## config.mk

```make
export PLATFORM = sky130hd
export DESIGN_NAME = pcie_wr_source
export DESIGN_NICKNAME = d
export VERILOG_FILES = /design/src/rtl/pcie_wr_source.sv
export SDC_FILE = /design/constraint.sdc
export NUM_CORES = 2
export LEC_CHECK = 0
export CAP_MARGIN = 20
export CORE_ASPECT_RATIO = 0.75
export CORE_UTILIZATION = 45
export CTS_CLUSTER_DIAMETER = 80
export DETAILED_ROUTE_END_ITERATION = 10
export GPL_TIMING_DRIVEN = 0
export SYNTH_ARGS = -nofsm -noshare
export SYNTH_HDL_FRONTEND = slang
export SYNTH_SLANG_ARGS = --single-unit
```

## constraint.sdc

```tcl
create_clock -name clock -period 5.3 [get_ports clock]
set_input_delay 0.53 -clock clock [delete_from_list [all_inputs] [get_ports clock]]
set_output_delay 0.53 -clock clock [all_outputs]
set_load 0.02 [all_outputs]
```

## src/rtl/pcie_wr_source.sv

```systemverilog
// Streams 64-bit words through a 64-deep FIFO and issues 16-word write bursts
// into a host ring buffer, honouring the host read pointer for flow control.
module pcie_wr_source (
    input  logic        clock,
    input  logic        reset,
    input  logic        enable,
    input  logic [63:0] buffer_base,
    input  logic [15:0] buffer_bursts,
    input  logic [15:0] host_ptr,
    input  logic [63:0] din,
    input  logic        din_valid,
    output logic        din_ready,
    output logic [15:0] write_ptr,
    output logic        write_request_valid,
    output logic [63:0] write_request_address,
    output logic [63:0] write_request_data,
    input  logic        write_request_ready,
    input  logic        write_request_ack
);

    typedef enum logic [1:0] {StIdle, StReq, StBurst} state_e;

    localparam logic [6:0] FifoDepth   = 7'd64;
    localparam logic [4:0] BurstBeats  = 5'd16;

    state_e      state_q, state_d;
    logic [4:0]  beat_q, beat_d;
    logic [63:0] mem [64];
    logic [5:0]  wr_ptr_q, rd_ptr_q;
    logic [6:0]  count_q, count_d;
    logic        push, pop, active, ring_full;
    logic [15:0] wp_inc, wp_next, wp_d;
    logic        valid_d;
    logic [63:0] addr_d;
    logic        err_extra_pop;

    assign active = (state_q != StIdle);
    assign push   = din_valid && din_ready;
    // Pops arriving in REQ ahead of the ack still count toward the burst.
    assign pop    = write_request_ready && active && (beat_q < BurstBeats) &&
                    (count_q != 7'd0);

    assign wp_inc    = write_ptr + 16'd1;
    assign wp_next   = (wp_inc == buffer_bursts) ? 16'd0 : wp_inc;
    assign ring_full = (wp_next == host_ptr);

    always_comb begin
        count_d = count_q;
        if (push && !pop) begin
            count_d = count_q + 7'd1;
        end else if (pop && !push) begin
            count_d = count_q - 7'd1;
        end
    end

    // State register.
    always_ff @(posedge clock or posedge reset) begin
        if (reset) begin
            state_q <= StIdle;
            beat_q  <= 5'd0;
        end else begin
            state_q <= state_d;
            beat_q  <= beat_d;
        end
    end

    // Next-state logic.
    always_comb begin
        state_d = state_q;
        beat_d  = pop ? beat_q + 5'd1 : beat_q;
        unique case (state_q)
            StIdle: begin
                if (enable && (count_q >= 7'd16) && !ring_full) begin
                    state_d = StReq;
                end
            end
            StReq: begin
                if (write_request_ack) begin
                    if (beat_d == BurstBeats) begin
                        state_d = StIdle;
                        beat_d  = 5'd0;
                    end else begin
                        state_d = StBurst;
                    end
                end
            end
            StBurst: begin
                if (beat_d == BurstBeats) begin
                    state_d = StIdle;
                    beat_d  = 5'd0;
                end
            end
            default: begin
                state_d = StIdle;
                beat_d  = 5'd0;
            end
        endcase
    end

    // Output logic: request fields are loaded on entry to REQ, write_ptr on ack.
    always_comb begin
        valid_d = write_request_valid;
        addr_d  = write_request_address;
        wp_d    = write_ptr;
        if (state_q == StIdle && state_d == StReq) begin
            valid_d = 1'b1;
            addr_d  = (buffer_base & ~64'h7f) + {41'd0, write_ptr, 7'd0};
        end
        if (state_q == StReq && write_request_ack) begin
            valid_d = 1'b0;
            wp_d    = wp_next;
        end
    end

    always_ff @(posedge clock) begin
        if (push) begin
            mem[wr_ptr_q] <= din;
        end
    end

    always_ff @(posedge clock or posedge reset) begin
        if (reset) begin
            wr_ptr_q              <= 6'd0;
            rd_ptr_q              <= 6'd0;
            count_q               <= 7'd0;
            din_ready             <= 1'b0;
            write_ptr             <= 16'd0;
            write_request_valid   <= 1'b0;
            write_request_address <= 64'd0;
            write_request_data    <= 64'd0;
            err_extra_pop         <= 1'b0;
        end else begin
            count_q               <= count_d;
            din_ready             <= (count_d != FifoDepth);
            write_ptr             <= wp_d;
            write_request_valid   <= valid_d;
            write_request_address <= addr_d;
            err_extra_pop         <= err_extra_pop || (write_request_ready && !pop);
            if (push) begin
                wr_ptr_q <= wr_ptr_q + 6'd1;
            end
            if (pop) begin
                rd_ptr_q           <= rd_ptr_q + 6'd1;
                write_request_data <= mem[rd_ptr_q];
            end
        end
    end

endmodule
```

==> results.toml <==
[routing]
dr.pass1.iters = 5
vias = 82100
antenna_left = 0
drc_errors = 0
wire_per_inst_um = 35.1
drt_iter0_markers = 12200
vias_per_cell = 6.23
drt-total-wl_mm = 463

[setup_path]
cp-start-kind = "flip-flop"
required_ns = 6.10
crit_type = "reg2reg"
crit_fanout = 10
slowest_stage = "clkdlybuf4s15_1"
crit_chain = "clkbuf_1 > clkbuf_1 > clkdlybuf4s15_1 > buf_1 > mux4_2 > mux4_2 > mux2i_1 > nand2_1 > o21ai_0 > o21ai_0"
worstPathArrival_ns = 5.95
critPathMaxStageDelay_ns = 0.90
crit_path_end_kind = "flip-flop"

[synthesis]
synth_top_family_by_area = "multiplexers"
synth_seq_cells = 4261
avgSynthCellArea_um2 = 23.9
synthArstFlopShare = 0.0387
synth-compound-area-share = 0.00665
synthCells = 6891
synth_edf_count = 4096
yosysWarnings = 0
synth_flop_cell = "edfxtp_1"
muxShareOfSynthArea = 0.188
syn_area_mm2 = 0.164
yosys.area_share.simple = 0.0146
synth-xor-area-share = 0.00565
ys_seq_area_frac = 0.773
synthAdderAreaFrac = 0.00180
synth_cell_types = 77

[pwr]
p_sw_mw = 30.8
p_per_area_mw_per_mm2 = 519
p_sw_frac = 0.304
power_frac_seq = 0.387
internal_power_mw = 70.5
ir_drop_uv = 357
power.share.combinational = 0.318
p_clk_frac = 0.295
p_leak_nw = 61.4

[global_route]
gr-total-overflow = 0
grt_start_max_net_pins = 79
grtUsageTotal = 0.250
grt_pass1_wl_mm = 642
antenna_found_initial = 40
grt_pass1_vias = 80500

[sta]
setup_tns_ns = 0
rsz0062_at_grt = "false"
hold_violations = 0
finalMaxSlewViolations = 0
setup_viol = 0
relSlewSlack = 0.204
final.period_utilization = 0.972
hold_ws_ns = 0.0642
fin_skew_ns = 0.0531
finalCriticalPeriod_ns = 5.15
fmax_ghz = 0.194
tightest_slew_ns = 1.19

[finish]
final_layout_size_suffix_gt1_frac = 0.312
final_area_mm2 = 0.195
final_cell_mix = "4096 x edfxtp_1, 1330 x mux4_2, 420 x clkbuf_16, 277 x clkbuf_1, 236 x nand2_1"
area_delta_synth_final_pct = 18.8
final_common_cell = "edfxtp_1"
fillCellCount = 27200
final_cell_count_no_fill = 13200
final_util = 0.539
fin_nets = 8212

[floorplan]
initial_core_util = 0.454
die-height_um = 525
num_rows = 191
core-area_mm2 = 0.362
chipWidth_um = 700
pin_count = 312
dieArea_mm2 = 0.368

[placement]
placed_area_mm2 = 0.181
port_buffers = 297
dp_hpwl_mm = 323
placed_cells = 12400
gp_congestion = 0.829

[clocking]
clock_latency_ns = 0.96
htreeDepth = 5
cts_buffers = 410
cts_tree = "yes"
clkTransAtPathRegs_ns = 0.07
root_buffer = "clkbuf_16"
clock_path_buffers = 4
post_cts_buffers = 0
clock-sinks = 4261

[outcome]
status = "completed"

[run]
cap_violations = 0

[worst_hold_path]
hp-class = "in2reg"
[layout make-up]
| type | count | area [um2] | share of cell area |
|---|---|---|---|
| diodes | 10 | 25.0 | 0.000128 |
| well taps | 4825 | 6040 | 0.0309 |
| multi-input cells | 2238 | 36200 | 0.185 |
| clock inverters | 227 | 2490 | 0.0128 |
| repair buffers | 714 | 10700 | 0.0546 |
| inverters | 28 | 113 | 0.000577 |
| plain buffers | 370 | 1560 | 0.00798 |
| flip-flops and latches | 4261 | 127000 | 0.651 |
| clock buffers | 518 | 11100 | 0.0569 |
[stage by stage]
step                setup WS (ns)  total power, mW
floorplan                   0.308             58.0
global route             0.000148              104
CTS                       0.00791              101
detailed placement         0.0234             71.5
global placement            -5.43             69.9
finish                      0.151              101
[cells in the mapped netlist, types with 3 or more instances]
library cell,instances,area share
nand2b_1,5,0.00019
nor4bb_1,3,0.00018
o31ai_1,14,0.00064
mux4_2,1330,0.18
inv_1,28,0.00064
mux2i_1,21,0.0013
mux2_4,5,0.00046
nand4_1,21,0.00080
edfxtp_1,4096,0.75
dfrtp_1,165,0.025
ha_1,22,0.0017
xnor2_1,57,0.0030
a21oi_1,23,0.00070
a21o_1,9,0.00041
nor3b_1,5,0.00023
or2_2,3,0.00011
nor4_1,9,0.00034
o21a_1,4,0.00018
xor2_1,49,0.0026
buf_1,111,0.0025
a2111oi_0,3,0.00016
and4_1,10,0.00053
nand3_1,26,0.00079
nand3b_1,4,0.00018
nor2_1,124,0.0028
a31oi_1,13,0.00049
a22oi_1,4,0.00018
o32ai_1,3,0.00016
nor4b_1,5,0.00027
buf_2,8,0.00024
o211ai_1,4,0.00018
mux2_2,64,0.0044
buf_4,16,0.00073
and2_1,5,0.00019
nor2b_1,8,0.00030
o21ai_0,54,0.0016
and3_1,19,0.00072
o41ai_1,4,0.00021
o21bai_1,4,0.00018
nor3_1,21,0.00064
clkbuf_1,229,0.0052
buf_6,4,0.00027
nand2_1,236,0.0054
[critical path, delay by kind of cell (launching register included)]
family | cells | cell delay, ns
simple gates | 1 | 0.12
buf+inv | 4 | 2.61
compound gates | 2 | 0.33
flops | 1 | 0.36
mux | 3 | 1.56
[per-layer routing]
layer / vias to the layer above / global-route usage / share of wire / routed length (um)
met5: - / 0 / 0.00022 / 104
met4: 14 / 0.0598 / 0.025 / 11500
met3: 668 / 0.0619 / 0.12 / 55400
met2: 4872 / 0.359 / 0.43 / 201000
met1: 44700 / 0.388 / 0.42 / 195000
li1: 31900 / - / - / -
[path summary, 6_finish.rpt]
check                                                    from                                 end  slack, ns  depth (start not counted)
max                                   rd_ptr_q[0]$_DFFE_PP0P_  write_request_data[25]$_DFFE_PP0P_       0.15                         10
min                                                   din[21]               mem[61][21]$_DFFE_PP_       0.06                          1
max reg2reg                           rd_ptr_q[0]$_DFFE_PP0P_  write_request_data[25]$_DFFE_PP0P_       0.15                         10
min reg2reg                write_request_data[16]$_DFFE_PP0P_  write_request_data[16]$_DFFE_PP0P_       0.48                          2
max in group asynchronous                               reset            write_ptr[7]$_DFFE_PP0P_       3.89                          4
min in group asynchronous                               reset  write_request_data[10]$_DFFE_PP0P_       0.57                          3
[power groups by stage]
stage               clock, mW  combinational (mW)  sequential, mW
global route             31.5                33.5            39.3
detailed placement          0                31.6            39.9
CTS                      30.3                31.8            39.2
finish                   29.9                32.2            39.2
global placement            0                29.6            40.2
floorplan                   0                17.5            40.4
[flip-flops by register name, indices dropped and copies added (netlist names)]
register,flops
mem,4096
write_request_valid,1
count_q,7
write_request_data,64
write_request_address,57
wr_ptr_q,6
rd_ptr_q,6
din_ready,1
write_ptr,16
beat_q,5
state_q,2
[cells by family after synthesis]
kind of cell	count (synthesis)
xor+xnor	106
flops	4261
other cells	1
compound gates	164
mux	1420
fa+ha+maj	23
simple gates	518
buf+inv	398
[repair_timing]
action | in CTS | in global routing
cloned | 0 | 0
hold endpoints to repair | 191 | 34
gates resized for setup | 2 | 14
setup endpoints to repair | 2 | 8
hold buffers | 26 | 4
(Power assumes the default switching activity.)
